`src/rtl/morse_receiver_pkg.sv`:
```
// Shared definitions for the Morse receiver: FSM states, timing thresholds
// in eighth-unit ticks, and the word-gap character.
package morse_receiver_pkg;

    typedef enum logic [2:0] {
        ST_IDLE      = 3'd0,
        ST_MARK      = 3'd1,
        ST_SPACE     = 3'd2,
        ST_WAIT_WORD = 3'd3,
        ST_STUCK     = 3'd4
    } state_e;

    localparam logic [6:0] GLITCH_T = 7'd2;
    localparam logic [6:0] DASH_T   = 7'd16;
    localparam logic [6:0] LETTER_T = 7'd16;
    localparam logic [6:0] WORD_T   = 7'd40;
    localparam logic [6:0] STUCK_T  = 7'd64;
    localparam logic [6:0] DUR_MAX  = 7'd127;

    localparam logic [2:0] MAX_LEN     = 3'd6;
    localparam logic [7:0] ASCII_SPACE = 8'h20;

endpackage

```
`src/rtl/morse_lut.sv`:
```
// Combinational Morse pattern to ASCII decoder. The first element keyed sits
// at bit LEN-1 of PAT (dot = 0, dash = 1); unused upper bits are zero.
module morse_lut (
    input  logic [2:0] LEN,
    input  logic [5:0] PAT,
    output logic [7:0] ASCII,
    output logic       HIT
);

    // Table lookup over the full {LEN, PAT} key
    always_comb begin
        ASCII = 8'h00;
        HIT   = 1'b1;
        case ({LEN, PAT})
            {3'd2, 6'b000001}: ASCII = 8'h41; // A
            {3'd4, 6'b001000}: ASCII = 8'h42;
            {3'd4, 6'b001010}: ASCII = 8'h43;
            {3'd3, 6'b000100}: ASCII = 8'h44;
            {3'd1, 6'b000000}: ASCII = 8'h45;
            {3'd4, 6'b000010}: ASCII = 8'h46;
            {3'd3, 6'b000110}: ASCII = 8'h47;
            {3'd4, 6'b000000}: ASCII = 8'h48;
            {3'd2, 6'b000000}: ASCII = 8'h49;
            {3'd4, 6'b000111}: ASCII = 8'h4A;
            {3'd3, 6'b000101}: ASCII = 8'h4B;
            {3'd4, 6'b000100}: ASCII = 8'h4C;
            {3'd2, 6'b000011}: ASCII = 8'h4D;
            {3'd2, 6'b000010}: ASCII = 8'h4E;
            {3'd3, 6'b000111}: ASCII = 8'h4F;
            {3'd4, 6'b000110}: ASCII = 8'h50;
            {3'd4, 6'b001101}: ASCII = 8'h51;
            {3'd3, 6'b000010}: ASCII = 8'h52;
            {3'd3, 6'b000000}: ASCII = 8'h53;
            {3'd1, 6'b000001}: ASCII = 8'h54;
            {3'd3, 6'b000001}: ASCII = 8'h55;
            {3'd4, 6'b000001}: ASCII = 8'h56;
            {3'd3, 6'b000011}: ASCII = 8'h57;
            {3'd4, 6'b001001}: ASCII = 8'h58;
            {3'd4, 6'b001011}: ASCII = 8'h59;
            {3'd4, 6'b001100}: ASCII = 8'h5A; // Z
            {3'd5, 6'b011111}: ASCII = 8'h30; // 0
            {3'd5, 6'b001111}: ASCII = 8'h31;
            {3'd5, 6'b000111}: ASCII = 8'h32;
            {3'd5, 6'b000011}: ASCII = 8'h33;
            {3'd5, 6'b000001}: ASCII = 8'h34;
            {3'd5, 6'b000000}: ASCII = 8'h35;
            {3'd5, 6'b010000}: ASCII = 8'h36;
            {3'd5, 6'b011000}: ASCII = 8'h37;
            {3'd5, 6'b011100}: ASCII = 8'h38;
            {3'd5, 6'b011110}: ASCII = 8'h39; // 9
            default: begin
                ASCII = 8'h00;
                HIT   = 1'b0;
            end
        endcase
    end

endmodule

```
`src/rtl/morse_receiver.sv`:
```
// Morse receiver: synchronizes the keyed line, times marks and spaces in
// eighth-unit ticks, classifies elements and emits decoded ASCII characters.
module morse_receiver
    import morse_receiver_pkg::*;
#(
    parameter  int UNIT_CYCLES = 5000000,
    localparam int SUB_CYCLES  = UNIT_CYCLES / 8
) (
    input  logic       CLK,
    input  logic       RST,
    input  logic       MORSE_IN,
    output logic [7:0] CHAR,
    output logic       CHAR_VALID,
    output logic       ERR,
    output logic       BUSY
);

    localparam int SUB_W = (SUB_CYCLES > 1) ? $clog2(SUB_CYCLES) : 1;
    localparam logic [SUB_W-1:0] SUB_LAST = SUB_W'(SUB_CYCLES - 1);

    logic             sync1_q, sync2_q, level_q;
    logic [SUB_W-1:0] sub_q;
    state_e           state_q, state_d;
    logic [6:0]       dur_q, dur_d;
    logic [5:0]       pat_q, pat_d;
    logic [2:0]       len_q, len_d;
    logic             ovf_q, ovf_d;
    state_e           sv_state_q, sv_state_d;
    logic [6:0]       sv_dur_q, sv_dur_d;
    logic [6:0]       mk_dur_q, mk_dur_d;
    logic [5:0]       mk_pat_q, mk_pat_d;
    logic [2:0]       mk_len_q, mk_len_d;
    logic             mk_ovf_q, mk_ovf_d;
    logic             emitted_q, emitted_d;
    logic [7:0]       char_q, char_d;
    logic             cv_q, cv_d;
    logic             err_q, err_d;
    logic             busy_q;

    logic             rise_s, fall_s, edge_s, tick_s;
    logic [6:0]       dur_tick_s;
    logic [7:0]       lut_ascii_s;
    logic             lut_hit_s;

    assign rise_s     = sync2_q & ~level_q;
    assign fall_s     = ~sync2_q & level_q;
    assign edge_s     = rise_s | fall_s;
    // An edge restarts the tick counter, so a coincident tick never fires.
    assign tick_s     = (sub_q == SUB_LAST) & ~edge_s;
    assign dur_tick_s = (dur_q == DUR_MAX) ? dur_q : dur_q + 7'd1;

    morse_lut u_lut (
        .LEN   (len_q),
        .PAT   (pat_q),
        .ASCII (lut_ascii_s),
        .HIT   (lut_hit_s)
    );

    // Input synchronizer, edge-detect delay and edge-aligned tick counter
    always_ff @(posedge CLK or posedge RST) begin
        if (RST) begin
            sync1_q <= 1'b0;
            sync2_q <= 1'b0;
            level_q <= 1'b0;
            sub_q   <= '0;
        end else begin
            sync1_q <= MORSE_IN;
            sync2_q <= sync1_q;
            level_q <= sync2_q;
            sub_q   <= (edge_s || sub_q == SUB_LAST) ? '0 : sub_q + SUB_W'(1);
        end
    end

    // State, duration, element buffer and glitch-undo snapshots
    always_ff @(posedge CLK or posedge RST) begin
        if (RST) begin
            state_q    <= ST_IDLE;
            dur_q      <= 7'd0;
            pat_q      <= 6'd0;
            len_q      <= 3'd0;
            ovf_q      <= 1'b0;
            sv_state_q <= ST_IDLE;
            sv_dur_q   <= 7'd0;
            mk_dur_q   <= 7'd0;
            mk_pat_q   <= 6'd0;
            mk_len_q   <= 3'd0;
            mk_ovf_q   <= 1'b0;
            emitted_q  <= 1'b0;
        end else begin
            state_q    <= state_d;
            dur_q      <= dur_d;
            pat_q      <= pat_d;
            len_q      <= len_d;
            ovf_q      <= ovf_d;
            sv_state_q <= sv_state_d;
            sv_dur_q   <= sv_dur_d;
            mk_dur_q   <= mk_dur_d;
            mk_pat_q   <= mk_pat_d;
            mk_len_q   <= mk_len_d;
            mk_ovf_q   <= mk_ovf_d;
            emitted_q  <= emitted_d;
        end
    end

    // Next-state logic; edges are tested before threshold ticks
    always_comb begin
        state_d    = state_q;
        dur_d      = tick_s ? dur_tick_s : dur_q;
        pat_d      = pat_q;
        len_d      = len_q;
        ovf_d      = ovf_q;
        sv_state_d = sv_state_q;
        sv_dur_d   = sv_dur_q;
        mk_dur_d   = mk_dur_q;
        mk_pat_d   = mk_pat_q;
        mk_len_d   = mk_len_q;
        mk_ovf_d   = mk_ovf_q;
        emitted_d  = emitted_q;
        char_d     = char_q;
        cv_d       = 1'b0;
        err_d      = 1'b0;
        case (state_q)
            ST_IDLE, ST_WAIT_WORD: begin
                if (rise_s) begin
                    sv_state_d = state_q;
                    sv_dur_d   = dur_q;
                    state_d    = ST_MARK;
                    dur_d      = 7'd0;
                end else if (state_q == ST_WAIT_WORD && tick_s && dur_q == WORD_T - 7'd1) begin
                    if (emitted_q) begin
                        char_d = ASCII_SPACE;
                        cv_d   = 1'b1;
                    end else begin
                        char_d = char_q;
                    end
                    emitted_d = 1'b0;
                    state_d   = ST_IDLE;
                end else begin
                    state_d = state_q;
                end
            end
            ST_MARK: begin
                if (fall_s) begin
                    if (dur_q < GLITCH_T) begin
                        state_d = sv_state_q;
                        dur_d   = sv_dur_q;
                    end else begin
                        // Snapshot lets a following one-cycle space be undone.
                        mk_dur_d = dur_q;
                        mk_pat_d = pat_q;
                        mk_len_d = len_q;
                        mk_ovf_d = ovf_q;
                        if (len_q == MAX_LEN) begin
                            ovf_d = 1'b1;
                        end else begin
                            pat_d = {pat_q[4:0], (dur_q >= DASH_T)};
                            len_d = len_q + 3'd1;
                            ovf_d = ovf_q | (len_q == MAX_LEN - 3'd1);
                        end
                        state_d = ST_SPACE;
                        dur_d   = 7'd0;
                    end
                end else if (tick_s && dur_q == STUCK_T - 7'd1) begin
                    err_d     = 1'b1;
                    emitted_d = 1'b1;
                    pat_d     = 6'd0;
                    len_d     = 3'd0;
                    ovf_d     = 1'b0;
                    state_d   = ST_STUCK;
                    dur_d     = 7'd0;
                end else begin
                    state_d = ST_MARK;
                end
            end
            ST_SPACE: begin
                if (rise_s) begin
                    if (dur_q < GLITCH_T) begin
                        pat_d = mk_pat_q;
                        len_d = mk_len_q;
                        ovf_d = mk_ovf_q;
                        dur_d = mk_dur_q;
                    end else begin
                        sv_state_d = ST_SPACE;
                        sv_dur_d   = dur_q;
                        dur_d      = 7'd0;
                    end
                    state_d = ST_MARK;
                end else if (tick_s && dur_q == LETTER_T - 7'd1) begin
                    if (lut_hit_s && !ovf_q) begin
                        char_d = lut_ascii_s;
                        cv_d   = 1'b1;
                    end else begin
                        err_d  = 1'b1;
                    end
                    emitted_d = 1'b1;
                    pat_d     = 6'd0;
                    len_d     = 3'd0;
                    ovf_d     = 1'b0;
                    state_d   = ST_WAIT_WORD;
                end else begin
                    state_d = ST_SPACE;
                end
            end
            ST_STUCK: begin
                if (fall_s) begin
                    state_d = ST_IDLE;
                end else begin
                    state_d = ST_STUCK;
                end
            end
            default: begin
                state_d = ST_IDLE;
            end
        endcase
    end

    // Output registers
    always_ff @(posedge CLK or posedge RST) begin
        if (RST) begin
            char_q <= 8'h00;
            cv_q   <= 1'b0;
            err_q  <= 1'b0;
            busy_q <= 1'b0;
        end else begin
            char_q <= char_d;
            cv_q   <= cv_d;
            err_q  <= err_d;
            busy_q <= (state_d != ST_IDLE);
        end
    end

    assign CHAR       = char_q;
    assign CHAR_VALID = cv_q;
    assign ERR        = err_q;
    assign BUSY       = busy_q;

endmodule

```
`config.mk`:
```
export PLATFORM = sky130hd
export DESIGN_NAME = morse_receiver
export DESIGN_NICKNAME = d
export VERILOG_FILES = /design/src/rtl/morse_receiver_pkg.sv /design/src/rtl/morse_lut.sv /design/src/rtl/morse_receiver.sv
export SDC_FILE = /design/constraint.sdc
export NUM_CORES = 1
export LEC_CHECK = 0
export BUFFER_PORTS_ARGS = -buffer_cell sky130_fd_sc_hd__buf_4
export CORE_MARGIN = 2
export CORE_UTILIZATION = 40
export DETAILED_ROUTE_END_ITERATION = 12
export PLACE_DENSITY = 0.55
export SLEW_MARGIN = 40
export SYNTH_ARGS = -nofsm -noshare
export SYNTH_HDL_FRONTEND = slang
export SYNTH_SLANG_ARGS = --single-unit
export TNS_END_PERCENT = 100
```
`constraint.sdc`:
```
create_clock -name CLK -period 3.63 [get_ports CLK]
set_input_delay 0.726 -clock CLK [delete_from_list [all_inputs] [get_ports CLK]]
set_output_delay 0.726 -clock CLK [all_outputs]
set_load 0.01 [all_outputs]
```
==> results of run 1 <==
==> layer usage <==
layer,global-route usage (%),up-vias,part of all wire (%)
li1,-,1843,-
met1,26.17,1915,45
met2,31.80,110,48
met3,5.184,31,4.5
met4,8.130,0,2.7
met5,0,-,0
==> layout make-up <==
type / count / area, µm² / area share [%]
inverter: 18 / 68.82 / 1.325
multi-input combinational: 372 / 2432 / 46.83
tap: 143 / 178.9 / 3.445
timing repair buffer: 23 / 172.7 / 3.325
clock inverter: 5 / 61.31 / 1.180
clock buffer: 11 / 252.7 / 4.866
sequential: 81 / 2027 / 39.03
==> sequential cells by signal, summed over array words and instances (netlist names), 3 cells and up <==
| name | count |
|---|---|
| CHAR | 7 |
| dur_q | 7 |
| len_q | 3 |
| mk_dur_q | 7 |
| mk_len_q | 3 |
| mk_pat_q | 6 |
| pat_q | 6 |
| state_q | 3 |
| sub_q | 20 |
| sv_dur_q | 7 |
| sv_state_q | 3 |
==> cell usage in the layout, fill, tap and decap left out, drive strengths merged, types with 12 or more instances in the layout <==
master  synthesis  layout
buf             8      23
nand3          18      18
nor2           45      45
o21ai          26      26
a22oi          16      16
inv            18      19
xor2           12      12
nand2          58      58
and3           16      16
dfrtp          81      81
a21oi          18      18
==> critical path, cell delays in order, from the launching register on <==
cell	delay, ps
dfrtp_1	420
inv_1	140
ha_1	220
or4bb_1	560
o32ai_1	390
a221oi_1	180
nand4b_1	180
o2111a_2	280
o21ba_1	250
a22o_1	260
==> final timing paths <==
check / from / end / slack (ps) / cells past startpoint
worst max-delay path: len_q[0]$_DFFE_PP0P_ / CHAR[2]$_DFFE_PP0P_ / 650 / 9
worst min-delay path: sync1_q$_DFF_PP0_ / sync2_q$_DFF_PP0_ / 350 / 0
worst max register to register: len_q[0]$_DFFE_PP0P_ / CHAR[2]$_DFFE_PP0P_ / 650 / 9
worst min register to register: sync1_q$_DFF_PP0_ / sync2_q$_DFF_PP0_ / 350 / 0
max in group asynchronous: RST / CHAR[1]$_DFFE_PP0P_ / 2520 / 3
min in group asynchronous: RST / pat_q[0]$_DFFE_PP0P_ / 370 / 2
==> power breakdown <==
part / internal (µW) / switching, µW
Combinational: 174 / 288
Clock: 575 / 379
Sequential: 932 / 39.8
Total: 1680 / 707
==> logic make-up after synthesis <==
family / share of synthesized area [%]
other: 0.08033
xor gates and xnor gates: 3.189
AOI/OAI and AO/OA: 19.11
and+or+nand+nor: 24.95
muxes: 2.359
DFF: 43.42
buffers and inverters: 4.476
adders and majority gates: 2.412
==> stage by stage <==
step           cells  worst slack (ps)
5_1_grt          653             461.1
6_report         653             646.9
4_1_cts          653             678.0
3_3_place_gp     637             765.8
2_1_floorplan    503             823.9
3_5_place_dp     637             706.7
==> qor.yml, run 1 <==
final_layout:
  nFillCells: 1115
  area_growth_pct: 11.26
  layout-drive-gt1-share_pct: 12.16
  diodes: 0
  layout.nets: 517
  design_area_um2: 5194
  fin_util_pct: 45.49
placement:
  postPlaceCellArea_um2: 4880
  gp_congestion: 0.8712
  dp_hpwl_mm: 8.164
  port_buffers: 12
global_routing:
  grt_max_degree: 31
  grt_pass1_wl_mm: 20.00
  grt_usage_pct: 19.98
  globalRouteOverflowTotal: 0
  first_global_vias: 3960
  antenna_found_initial: 0
sta:
  fin_crit_sh_pct: 82.18
  worstMarginPinSlew_ps: 767.5
  period_minus_slack_ps: 2983
  setup_viol: 0
  fmax_ghz: 0.3352
  finClkSkew_ps: 11.67
  hold_slack_ps: 351.0
  tns_ps: 0
  rsz0062_at_grt: "false"
  drv_slew: 0
  finalHoldViolCount: 0
  max-slew-margin-rel_pct: 48.73
yosys:
  synth.avg_cell_area_um2: 9.281
  yosysMostFrequentCell: "dfrtp_1"
  synth_top_area_share_pct: 43.42
  seq_area_frac_synth_pct: 43.42
  synth_commonest_cells: "81 x dfrtp_1, 58 x nand2_1, 45 x nor2_1, 26 x o21ai_0, 24 x clkbuf_1"
  ys_types: 71
  synth_edf_count: 0
  yosys-top-cells-area: "dfrtp_1 43%, nand2_1 4.7%, nor2_1 3.6%"
  ys_ff_latch: 81
  yosysTopAreaCell: "dfrtp_1"
  netlist_instances: 503
  netlist_area_um2: 4668
  async_reset_ff_share_pct: 100.0
  synth_ff_type: "dfrtp_1"
  synth.net_count: 515
  synth_warnings: 0
route:
  drc: 0
  drtIter0Drc: 307
  first_pass_iters: 5
  vias: 3899
  totalWireLength_mm: 11.78
  viasPerCell: 5.971
  postRouteAntennaNets: 0
  routedWlPerCell_um: 18.04
die:
  ios: 14
  rows: 39
  die_w_um: 112.0
  core_area_um2: 11420
  die_h_um: 112.0
  start_util_pct: 40.88
  die-area_um2: 12550
run:
  drv_cap: 0
clocking:
  clkSinkCount: 81
  cts.repair.resized: 0
  post-cts-setup-buffers: 0
  clkTransAtPathRegs_ps: 70
  ctsHtreeMaxLevel: 3
  cts_tree: "done"
  cts.path.max_buffers: 2
  ctsHoldBuffers: 0
  cts_buffers: 9
  clk_root_buffer_cell: "clkbuf_16"
  clkLatencyLatePin_ps: 350
power_and_ir_drop:
  finalPower_uw: 2388
  p_leak_uw: 0.002290
  cellPowerDensity_nw_per_um2: 459.8
  peakVddDrop_mv: 0.3468
critical_path:
  criticalPathCategory: "flop to flop"
  crit_fanout: 8
  critical_path.startpoint_type: "flop"
  cp-end-kind: "flop"
  crit_arrival_ps: 3210
  critPathRequiredTime_ps: 3860
min_path:
  hp-class: "flop to flop"
outcome:
  status: "finished clean"
(Power assumes the default switching activity.)
==> run 2: changes to the inputs <==
==> constraint.sdc (replaced) <==
create_clock -name CLK -period 2.83 [get_ports CLK]
set_input_delay 0.566 -clock CLK [delete_from_list [all_inputs] [get_ports CLK]]
set_output_delay 0.566 -clock CLK [all_outputs]
set_load 0.01 [all_outputs]
==> qor.yml, run 2 (synthesis results as in run 1) <==
die:
  start_util_pct: 40.88
  die_h_um: 112.0
  die-area_um2: 12550
  die_w_um: 112.0
  rows: 39
  ios: 14
  core_area_um2: 11420
critical_path:
  crit_fanout: 8
  cpLargestDelayFamily: "compound AO/OA/AOI/OAI gates"
  cp-end-kind: "flop"
  criticalPathCategory: "flop to flop"
  crit_arrival_ps: 2910
  critical_path.startpoint_type: "flop"
  reg2reg_setup_slack_ps: 150
  critPathRequiredTime_ps: 3050
  path_cells: "inv_1 -> ha_1 -> or4bb_1 -> o32ai_2 -> a221oi_2 -> nand4b_1 -> o2111a_2 -> o21ba_2 -> a22o_1"
  path_buf_inv: 1
  cp_slowest_cell: "or4bb_1"
  max_stage_delay_ps: 560
final_layout:
  diodes: 0
  top_register: "sub_q"
  final_common_cell: "dfrtp_1"
  nFillCells: 1103
  final_cell_mix: "81 x dfrtp_1, 58 x nand2_1, 47 x buf_4"
  area_growth_pct: 16.48
  layout-drive-gt1-share_pct: 17.01
  largest_reg_flops: 20
  multi_input_area_um2: 2461
  layout.nets: 542
  regArea_um2: 2027
sta:
  worstMarginPinSlew_ps: 745.3
  max-slew-margin-rel_pct: 50.21
  fin_crit_sh_pct: 94.75
  tns_ps: 0
  drv_slew: 0
  fmax_ghz: 0.3729
  period_minus_slack_ps: 2681
  finClkSkew_ps: 8.053
  rsz0062_at_grt: "false"
  hold_slack_ps: 303.8
  finalHoldViolCount: 0
  setup_viol: 0
global_routing:
  grt_usage_pct: 19.90
  grt_max_degree: 45
  first_global_vias: 4002
  antenna_found_initial: 0
  globalRouteOverflowTotal: 0
  grt_pass1_wl_mm: 20.27
placement:
  dp_hpwl_mm: 8.347
  port_buffers: 12
  gp_congestion: 0.8755
clocking:
  clkSinkCount: 81
  cts_buffers: 9
  cts.path.max_buffers: 2
  ctsHoldBuffers: 0
  clk_root_buffer_cell: "clkbuf_16"
  post-cts-setup-buffers: 0
  cts_tree: "done"
  ctsHtreeMaxLevel: 3
  clkTransAtPathRegs_ps: 60
  clkLatencyLatePin_ps: 340
outcome:
  status: "finished clean"
route:
  drc: 0
  vias: 3870
  routedWlPerCell_um: 17.21
  postRouteAntennaNets: 0
  viasPerCell: 5.708
  totalWireLength_mm: 11.67
  first_pass_iters: 5
  drtIter0Drc: 355
run:
  drv_cap: 0
min_path:
  hp-class: "primary input to asynchronous set/reset pin"
power_and_ir_drop:
  cellPowerDensity_nw_per_um2: 583.9
  p_leak_uw: 0.002428
  peakVddDrop_mv: 0.4140
-- run 2: cell types whose count changed in the layout (fill, tap and decap cells not counted), sizes merged --
cell and delta:
clkbuf -1, inv -1, bufinv +1, clkinvlp +1
buf +25
-- run 2: metal layers --
metal  up-vias  share of wire (%)  GRT usage, %
met3        19                3.0         3.078
met4         0                2.3         8.455
met5         -                  0             0
met2        58                 49         33.05
li1       1891                  -             -
met1      1902                 46         26.08
-- run 2: worst paths after layout --
kind	end	start	cells past startpoint
min in group CLK	sync1_q$_DFF_PP0_	MORSE_IN	1
min reg2reg	sync2_q$_DFF_PP0_	sync1_q$_DFF_PP0_	0
max reg2reg	CHAR[4]$_DFFE_PP0P_	len_q[1]$_DFFE_PP0P_	9
max in group asynchronous	len_q[1]$_DFFE_PP0P_	RST	3
min	sub_q[16]$_DFF_PP0_	RST	2
max	CHAR[4]$_DFFE_PP0P_	len_q[1]$_DFFE_PP0P_	9
-- run 2: power by group --
part	switching, µW	internal [µW]
registers	43.6	1200
logic	387	280
clock network	470	799
-- run 2: area by class of cell --
class / instances / share of cell area (%)
Clock buffer: 10 / 4.395
Clock inverter: 6 / 1.657
Multi-Input combinational cell: 372 / 45.26
Inverter: 18 / 1.266
Sequential cell: 81 / 37.28
Timing Repair Buffer: 48 / 6.857
Tap cell: 143 / 3.290
-- run 2: stage by stage --
step,util [%],std cells,total power [µW],area [µm²],setup slack (ps)
floorplan,-,503,1706,4668,176.9
global placement,44.49,662,1920,5080,124.2
detailed placement,44.57,662,1919,5089,10.95
CTS,47.51,678,3208,5425,82.13
global route,47.62,678,3337,5438,21.16
finish,47.62,678,3175,5438,148.5
-- run 2: what timing repair did --
action,in CTS,in global routing
setup endpoints to repair,1,9
gates resized for setup,1,3
hold endpoints to repair,0,0
==> run 3: changes to the inputs <==
--- a/config.mk
+++ b/config.mk
@@ -9,7 +9,7 @@
 export CORE_MARGIN = 2
 export CORE_UTILIZATION = 40
 export DETAILED_ROUTE_END_ITERATION = 12
-export PLACE_DENSITY = 0.55
+export PLACE_DENSITY = 0.59
 export SLEW_MARGIN = 40
 export SYNTH_ARGS = -nofsm -noshare
 export SYNTH_HDL_FRONTEND = slang
==> qor.yml, run 3 (synthesis results as in run 1) <==
outcome:
  status: "finished clean"
global_routing:
  grt_pass1_wl_mm: 19.30
  first_global_vias: 3908
  grt_max_degree: 82
  grt_usage_pct: 18.82
  antenna_found_initial: 0
  globalRouteOverflowTotal: 0
final_layout:
  design_area_um2: 5428
  nFillCells: 1087
  final_cell_mix: "81 x dfrtp_1, 58 x nand2_1, 45 x nor2_1"
  layout-drive-gt1-share_pct: 16.23
  diodes: 0
  layout.nets: 537
  area_growth_pct: 16.27
  top_register: "sub_q"
  largest_reg_flops: 20
  final_common_cell: "dfrtp_1"
  fin_util_pct: 47.53
placement:
  dp_hpwl_mm: 7.967
  gp_congestion: 0.8882
  postPlaceCellArea_um2: 5051
  port_buffers: 12
sta:
  drv_slew: 0
  fmax_ghz: 0.3758
  max-slew-margin-rel_pct: 46.62
  finalHoldViolCount: 0
  hold_slack_ps: 290.9
  setup_viol: 0
  tns_ps: 0
  finClkSkew_ps: 5.527
  fin_crit_sh_pct: 94.04
  rsz0062_at_grt: "false"
  worstMarginPinSlew_ps: 799.0
  period_minus_slack_ps: 2661
power_and_ir_drop:
  netSwitchingPower_uw: 870.7
  clockPowerShare_pct: 41.3
  internal_power_uw: 2347
  cellPowerDensity_nw_per_um2: 592.9
  power_frac_comb_pct: 20.2
  peakVddDrop_mv: 0.3672
  p_seq_share_pct: 38.6
  finalPower_uw: 3218
  switching_share_pct: 27.06
  p_leak_uw: 0.002412
critical_path:
  critPathRequiredTime_ps: 3050
  max_stage_delay_ps: 460
  crit_arrival_ps: 2880
  cp-end-kind: "flop"
  reg2reg_setup_slack_ps: 170
  criticalPathCategory: "flop to flop"
  critical_path.startpoint_type: "flop"
  crit_fanout: 9
  path_cells: "buf_4 -> nor3_1 -> nand3_1 -> a32o_1 -> nand4b_1 -> o2111a_2 -> o21ba_2 -> a22o_1"
  cp_slowest_cell: "dfrtp_1"
die:
  die-area_um2: 12550
  die_h_um: 112.0
  ios: 14
  start_util_pct: 40.88
  die_w_um: 112.0
  core_area_um2: 11420
  rows: 39
route:
  first_pass_iters: 7
  totalWireLength_mm: 11.33
  vias: 3907
  routedWlPerCell_um: 16.84
  postRouteAntennaNets: 0
  drc: 0
  drtIter0Drc: 265
  viasPerCell: 5.805
clocking:
  cts_buffers: 9
  cts_tree: "done"
  clkSinkCount: 81
  ctsHtreeMaxLevel: 3
  clkLatencyLatePin_ps: 330
  clk_root_buffer_cell: "clkbuf_16"
  clkTransAtPathRegs_ps: 60
  post-cts-setup-buffers: 0
  ctsHoldBuffers: 0
  cts.path.max_buffers: 2
min_path:
  hp-class: "primary input to asynchronous set/reset pin"
run:
  drv_cap: 0
## run 3: final timing paths
check                                     start                      end  depth (start not counted)
max in group asynchronous                   RST  mk_pat_q[4]$_DFFE_PP0P_                          3
setup reg to reg           pat_q[4]$_DFFE_PP0P_      CHAR[0]$_DFFE_PP0P_                          8
hold / removal                              RST      CHAR[4]$_DFFE_PP0P_                          3
hold reg to reg               sync1_q$_DFF_PP0_        sync2_q$_DFF_PP0_                          0
min in group CLK                       MORSE_IN        sync1_q$_DFF_PP0_                          1
setup / recovery           pat_q[4]$_DFFE_PP0P_      CHAR[0]$_DFFE_PP0P_                          8
## run 3: power by group through the flow
stage	logic, µW	registers (µW)	clock network, µW
after global routing	711	1250	1400
final	650	1240	1330
after floorplan	454	1250	0
after detailed placement	630	1260	0
after global placement	622	1260	0
after CTS	634	1240	1360
## run 3: worst max-delay path: cells and delay by family (launching register included)
kind / cells / cell delay (ps)
and+or+nand+nor: 3 / 840
DFF: 1 / 460
AOI/OAI and AO/OA: 4 / 1040
buffers and inverters: 1 / 210
## run 3: metrics by stage
stage                     cells  setup WS (ps)
after floorplan             503          176.9
after global placement      657          153.4
after detailed placement    657          42.41
after CTS                   673          28.96
after global routing        673          21.03
final                       673          168.8
## run 3: metal layers
metal  track usage, %  share of wire, %
met5                0                 0
met2            29.58                48
met3            3.456               3.5
met4            6.911               1.7
met1            26.26                47
## run 3: final cells by class
type | count | area (µm²) | share of cell area (%)
clock buffer | 11 | 242.7 | 4.472
clock inverter | 5 | 102.6 | 1.890
inverter | 18 | 68.82 | 1.268
multi-input combinational | 372 | 2472 | 45.55
sequential | 81 | 2027 | 37.34
tap | 143 | 178.9 | 3.296
timing repair buffer | 43 | 335.3 | 6.178
## run 3: repair_timing
item | in CTS | in global routing
hold endpoints to repair | 0 | 0
setup endpoints to repair | 0 | 8
gates resized for setup | 0 | 7
